## config.mk

```make
export PLATFORM = sky130hd
export DESIGN_NAME = serial_tx_scheduler
export DESIGN_NICKNAME = d
export VERILOG_FILES = /design/src/rtl/serial_bridge_pkg.sv /design/src/rtl/rr_arbiter2.sv /design/src/rtl/serial_tx_scheduler.sv
export SDC_FILE = /design/constraint.sdc
export NUM_CORES = 1
export LEC_CHECK = 0
export ABC_CLOCK_PERIOD_IN_PS = 2250
export CELL_PAD_IN_SITES_DETAIL_PLACEMENT = 2
export CELL_PAD_IN_SITES_GLOBAL_PLACEMENT = 2
export CORE_MARGIN = 5
export CORE_UTILIZATION = 39
export CTS_CLUSTER_SIZE = 8
export DETAILED_ROUTE_END_ITERATION = 16
export DONT_BUFFER_PORTS = 1
export GPL_TIMING_DRIVEN = 1
export PLACE_DENSITY_LB_ADDON = 0.1
export SYNTH_ARGS = -nofsm -noshare
export SYNTH_HDL_FRONTEND = slang
export SYNTH_SLANG_ARGS = --single-unit
```

## constraint.sdc

```tcl
create_clock -name clk_i -period 2.25 [get_ports clk_i]
set_input_delay 0.3375 -clock clk_i [delete_from_list [all_inputs] [get_ports clk_i]]
set_output_delay 0.3375 -clock clk_i [all_outputs]
set_load 0.005 [all_outputs]
```

## src/rtl/serial_bridge_pkg.sv

```systemverilog
// Shared constants and FSM encodings for the serial transmit path.
// The buffer and the serializer use the same DEPTH/AW values.
package serial_bridge_pkg;

    localparam int          DEPTH        = 32;
    localparam int          AW           = 5;
    localparam logic [7:0]  PAD_BYTE     = 8'hFF;
    localparam logic [15:0] IDLE_TIMEOUT = 16'd1000;

    // The pointer is one bit wider than the address so that DEPTH itself can be held.
    typedef logic [AW:0] ptr_t;
    localparam ptr_t PTR_FULL = DEPTH[AW:0];
    localparam ptr_t PTR_LAST = PTR_FULL - 1'b1;

    typedef logic [2:0] state_t;
    localparam state_t ST_IDLE    = 3'd0;
    localparam state_t ST_FILL    = 3'd1;
    localparam state_t ST_PAD     = 3'd2;
    localparam state_t ST_DRAIN   = 3'd3;
    localparam state_t ST_RELEASE = 3'd4;

endpackage

```

## src/rtl/rr_arbiter2.sv

```systemverilog
// Two-requester round-robin arbiter with a registered one-hot grant.
// It also records the owner of each completed frame.
module rr_arbiter2 (
    input  logic       clk_i,
    input  logic       rst_i,
    input  logic [1:0] req_i,
    input  logic       grant_i,
    input  logic       release_i,
    output logic [1:0] gnt_o,
    output logic       owner_o,
    output logic       last_owner_o
);

    logic [1:0] gnt_q, gnt_d;
    logic       prio_q;
    logic       last_q;
    logic       pick;

    // prio_q names the winner of a tie; it starts at 0 so requester 0 wins first.
    always_comb begin
        pick = req_i[1];
        if (req_i == 2'b11) pick = prio_q;
    end

    always_comb begin
        gnt_d = gnt_q;
        if (grant_i && (|req_i)) gnt_d = pick ? 2'b10 : 2'b01;
        else if (release_i)      gnt_d = 2'b00;
    end

    always_ff @(posedge clk_i or posedge rst_i) begin
        if (rst_i) begin
            gnt_q  <= 2'b00;
            prio_q <= 1'b0;
            last_q <= 1'b0;
        end else begin
            gnt_q <= gnt_d;
            if (release_i) begin
                last_q <= gnt_q[1];
                prio_q <= ~gnt_q[1];
            end
        end
    end

    assign gnt_o        = gnt_q;
    assign owner_o      = gnt_q[1];
    assign last_owner_o = last_q;

endmodule

```

## src/rtl/serial_tx_scheduler.sv

```systemverilog
// Arbitrates two byte producers into the 32-byte transmit buffer, pads short
// messages, and hands complete frames to the UART serializer.
module serial_tx_scheduler
    import serial_bridge_pkg::*;
(
    input  logic          clk_i,
    input  logic          rst_i,
    input  logic [1:0]    req_i,
    output logic [1:0]    gnt_o,
    input  logic [1:0]    wr_en_i,
    input  logic [7:0]    wr_data0_i,
    input  logic [7:0]    wr_data1_i,
    input  logic [1:0]    done_i,
    output logic          buf_we_o,
    output logic [AW-1:0] buf_waddr_o,
    output logic [7:0]    buf_wdata_o,
    output logic          tx_ready_o,
    input  logic          tx_clear_i,
    input  logic          tx_read_i,
    output logic          busy_o,
    output logic          ovf_o,
    output logic          last_owner_o
);

    state_t          state_q, state_d;
    ptr_t            ptr_q, ptr_d;
    ptr_t            rd_cnt_q, rd_cnt_d;
    logic [15:0]     tmo_q, tmo_d;
    logic            we_q, we_d;
    logic [AW-1:0]   waddr_q, waddr_d;
    logic [7:0]      wdata_q, wdata_d;
    logic            ready_q, ready_d;
    logic            ovf_q, ovf_d;

    logic [1:0] gnt;
    logic       owner;
    logic       arb_grant, arb_release;

    rr_arbiter2 u_arb (
        .clk_i        (clk_i),
        .rst_i        (rst_i),
        .req_i        (req_i),
        .grant_i      (arb_grant),
        .release_i    (arb_release),
        .gnt_o        (gnt),
        .owner_o      (owner),
        .last_owner_o (last_owner_o)
    );

    // Only the granted requester's strobes are seen; the other side is masked out.
    logic       own_wr, own_done, own_req, accept;
    logic [7:0] own_data;
    assign own_wr   = |(wr_en_i & gnt);
    assign own_done = |(done_i & gnt);
    assign own_req  = |(req_i & gnt);
    assign own_data = owner ? wr_data1_i : wr_data0_i;
    assign accept   = (state_q == ST_FILL) && own_wr && (ptr_q != PTR_FULL);

    // NOTE: every always_comb output gets a default first so no path can infer a latch.
    always_comb begin
        state_d     = state_q;
        ptr_d       = ptr_q;
        rd_cnt_d    = rd_cnt_q;
        tmo_d       = tmo_q;
        we_d        = 1'b0;
        waddr_d     = waddr_q;
        wdata_d     = wdata_q;
        ready_d     = 1'b0;
        ovf_d       = 1'b0;
        arb_grant   = 1'b0;
        arb_release = 1'b0;
        case (state_q)
            ST_IDLE: begin
                arb_grant = 1'b1;
                if (|req_i) begin
                    ptr_d    = '0;
                    tmo_d    = '0;
                    rd_cnt_d = '0;
                    state_d  = ST_FILL;
                end
            end
            ST_FILL: begin
                ovf_d = own_wr && (ptr_q == PTR_FULL);
                if (accept) begin
                    we_d    = 1'b1;
                    waddr_d = ptr_q[AW-1:0];
                    wdata_d = own_data;
                    ptr_d   = ptr_q + 1'b1;
                    tmo_d   = '0;
                end else begin
                    tmo_d = tmo_q + 1'b1;
                end
                // A byte strobed with DONE is written by the same edge that closes the message.
                if (own_done || !own_req || (accept && ptr_q == PTR_LAST) ||
                    (!accept && tmo_q == IDLE_TIMEOUT - 16'd1))
                    state_d = (ptr_d < PTR_FULL) ? ST_PAD : ST_DRAIN;
            end
            ST_PAD: begin
                ovf_d   = own_wr;
                we_d    = 1'b1;
                waddr_d = ptr_q[AW-1:0];
                wdata_d = PAD_BYTE;
                ptr_d   = ptr_q + 1'b1;
                if (ptr_q == PTR_LAST) state_d = ST_DRAIN;
            end
            ST_DRAIN: begin
                ovf_d = own_wr;
                if (tx_read_i) rd_cnt_d = rd_cnt_q + 1'b1;
                // CLEAR only counts once READY has actually been presented to the serializer.
                if (ready_q && !tx_clear_i) begin
                    arb_release = 1'b1;
                    state_d     = ST_RELEASE;
                end else begin
                    ready_d = 1'b1;
                end
            end
            ST_RELEASE: state_d = ST_IDLE;
            default:    state_d = ST_IDLE;
        endcase
    end

    // NOTE: sequential state uses non-blocking assignments so all registers update together.
    always_ff @(posedge clk_i or posedge rst_i) begin
        if (rst_i) begin
            state_q  <= ST_IDLE;
            ptr_q    <= '0;
            rd_cnt_q <= '0;
            tmo_q    <= '0;
            we_q     <= 1'b0;
            waddr_q  <= '0;
            wdata_q  <= '0;
            ready_q  <= 1'b0;
            ovf_q    <= 1'b0;
        end else begin
            state_q  <= state_d;
            ptr_q    <= ptr_d;
            rd_cnt_q <= rd_cnt_d;
            tmo_q    <= tmo_d;
            we_q     <= we_d;
            waddr_q  <= waddr_d;
            wdata_q  <= wdata_d;
            ready_q  <= ready_d;
            ovf_q    <= ovf_d;
        end
    end

    // The drain read count is kept for debug probing; no output depends on it.
    logic unused_rd_cnt;
    assign unused_rd_cnt = ^rd_cnt_q;

    assign gnt_o       = gnt;
    assign buf_we_o    = we_q;
    assign buf_waddr_o = waddr_q;
    assign buf_wdata_o = wdata_q;
    assign tx_ready_o  = ready_q;
    assign ovf_o       = ovf_q;
    assign busy_o      = (state_q != ST_IDLE);

endmodule

```

==> results.ini <==
[placement]
gp_congestion=0.724
port-buffer-count=0
place_area_sq_um=2600
hpwl_microns=4520

[final_layout]
antenna_cells=0
synthToLayoutAreaGrowth_pct=7.35
layout-drive-gt1-share=0.206
design_area_sq_um=2710
nets=285

[yosys]
ys_types=52
synthSimpleGateAreaFrac=0.214
synth_top_family_by_area=compound AO/OA/AOI/OAI gates
syn_area_sq_um=2520
ys_seq_elements=45
synth_top_area_frac=0.447
synthTopCellsByArea=dfrtp_1 (45%), a211oi_1 (3.3%), a21oi_2 (3.1%)
synth_most_common_cell=dfrtp_1
async_flop_share=1.00
avgSynthCellArea_sq_um=10.0
syn_nets=281
synth_edf_count=0
synth_xor_area_frac=0.0104
synthMuxAreaShare=0.0382
synth_cells=252
synth-compound-area-share=0.221
synth-main-ff-cell=dfrtp_1
synth.top_cells.by_count=dfrtp_1 (45), nor2_1 (18), nand2_1 (17), nand3_1 (13)
ys_warn_count=0
ys_seq_area_frac=0.447
yosys.area_share.adder=0.0149
yosysTopAreaCell=dfrtp_1

[global_route]
grt_pass1_wl_microns=10800
overflow=0
grt_start_max_net_pins=24
antenna_found_initial=0
grt_pass1_vias=2105
grt_usage=0.158

[floorplanning]
rows=29
die_area_sq_um=8170
fp.dieH_microns=90.4
start_util=0.399
io_pins=46
core_area_sq_um=6310
die_x_microns=90.4

[sta]
hold_viol_final=0
clock.fmax_mhz=519
fin_crit_sh=0.856
worst_pin_slew_ns=0.519
slew_headroom=0.652
worst_hold_slack_ns=0.184
fin_skew_ns=0.0116
setup_violations=0
rsz0062_at_grt=false
min_period_ns=1.93
tns_ns=0
slew_violations=0

[route]
drc=0
wire_per_inst_microns=18.5
drt_pass1_iterations=4
first_iter_violations=31
ant_nets=0
finalWirelength_microns=6190
vias_per_cell=5.63
vias=1882

[setup_path]
crit_chain=inv_1, ha_1, and4bb_4, a21oi_2, buf_4, nor2_4, nand2_4, o41ai_2
start_kind=flip-flop
cp_num_buf_inv=2
r2r-start=ptr_q[1]
critPathCaptureType=flip-flop
crit_start=ptr_q[1]
cp.required_ns=2.45
crit_path_max_fanout=12
slowest_stage=dfrtp_1
r2r_slack_ns=0.32
crit_type=flip-flop to flip-flop
critPathTopFamily=simple AND/OR/NAND/NOR gates
cp.arrival_ns=2.13
slowest_delay_ns=0.45

[hold_path]
hp-class=primary input to flip-flop
min_from=req_i[1]

[clocking]
numCtsBuffers=5
clockBufferDepth=2
htreeDepth=2
postCtsHoldBufs=1
clk_pin_slew_ns=0.09
cts_tree=done
clock-root-buffer=clkbuf_8
post_cts_resize_count=0
post_cts_buffers=0
cts_sinks=45
clk_latency_ns=0.31

[power]
p_leak_nw=1.16
ir_worst_vdd_uv=550
power_density_nw_per_um2=1190
power_w=0.00322

[outcome]
status=complete, no violations

[flow_run]
drv_cap=0

-- state kept, by name, summed over array words and instances, names as in the netlist --
signal / cells
buf_wdata_o: 8
u_arb.prio_q: 1
u_arb.last_owner_o: 1
ptr_q: 6
buf_we_o: 1
buf_waddr_o: 5
tx_ready_o: 1
state_q: 3
u_arb.gnt_o: 2
ovf_o: 1
tmo_q: 16
-- layout make-up --
class                   count  area, sq um
fillers                   718         3610
multi-input cells         182         1250
flip-flops and latches     45         1130
well taps                  77         96.3
clock buffers               6         82.6
repair buffers              9         82.6
inverters                  13         48.8
clock inverters             2         13.8
-- stage by stage --
| step | std cells | setup WS, ns | utilization |
|---|---|---|---|
| final | 334 | 0.323 | 0.428 |
| after global routing | 334 | 0.176 | 0.428 |
| after CTS | 334 | 0.271 | 0.428 |
| after detailed placement | 325 | 0.309 | 0.412 |
| after global placement | 325 | 0.357 | 0.412 |
| after floorplan | 252 | 0.485 | - |
-- cell usage in the layout (no fill, tap or decap), drive strengths merged, types with 2 or more instances in the layout --
cell type and instances:
a211oi 11, a21o 6, a21oi 20, a22o 6, a31oi 2, buf 8, clkbuf 6, clkinv 2
dfrtp 45, ha 3, inv 13, mux2 6, nand2 20, nand2b 3, nand3 14, nor2 22
nor2b 9, nor3 11, nor4 4, o21ai 22, o31ai 4, or3 3, or4 2, xnor2 2
-- kinds of logic after synthesis --
logic type	after synthesis
flops	45
compound gates	77
mux	7
fa+ha+maj	3
buf+inv	25
xor+xnor	3
simple gates	92
-- power by group --
part	leakage, nW	switching, W	internal [W]	total [W]
registers	0.576	0.000233	0.00103	0.00126
logic	0.532	0.000832	0.000578	0.00141
clock network	0.0512	0.000294	0.000249	0.000544
-- worst reg2reg max path, stage by stage (launching register included) --
cell      delay (ns)
dfrtp_1         0.45
inv_1           0.08
ha_1            0.14
and4bb_4        0.26
a21oi_2         0.08
buf_4           0.20
nor2_4          0.30
nand2_4         0.10
o41ai_2         0.22
-- final timing paths --
kind                                        to  cells past startpoint
worst max-delay path                 tmo_q[14]                      8
worst min-delay path            u_arb.gnt_o[1]                      2
worst max register to register       tmo_q[14]                      8
worst min register to register    u_arb.prio_q                      2
max in group asynchronous             tmo_q[3]                      3
min in group asynchronous       buf_waddr_o[3]                      2
-- metal layers --
layer  vias up  wire length [microns]  GRT usage
met2        35                   3000      0.268
met5         -                      0          0
met4         0                     71     0.0447
met3         7                    290     0.0392
li1        907                      -          -
met1       933                   2830      0.200
(Power assumes the default switching activity.)
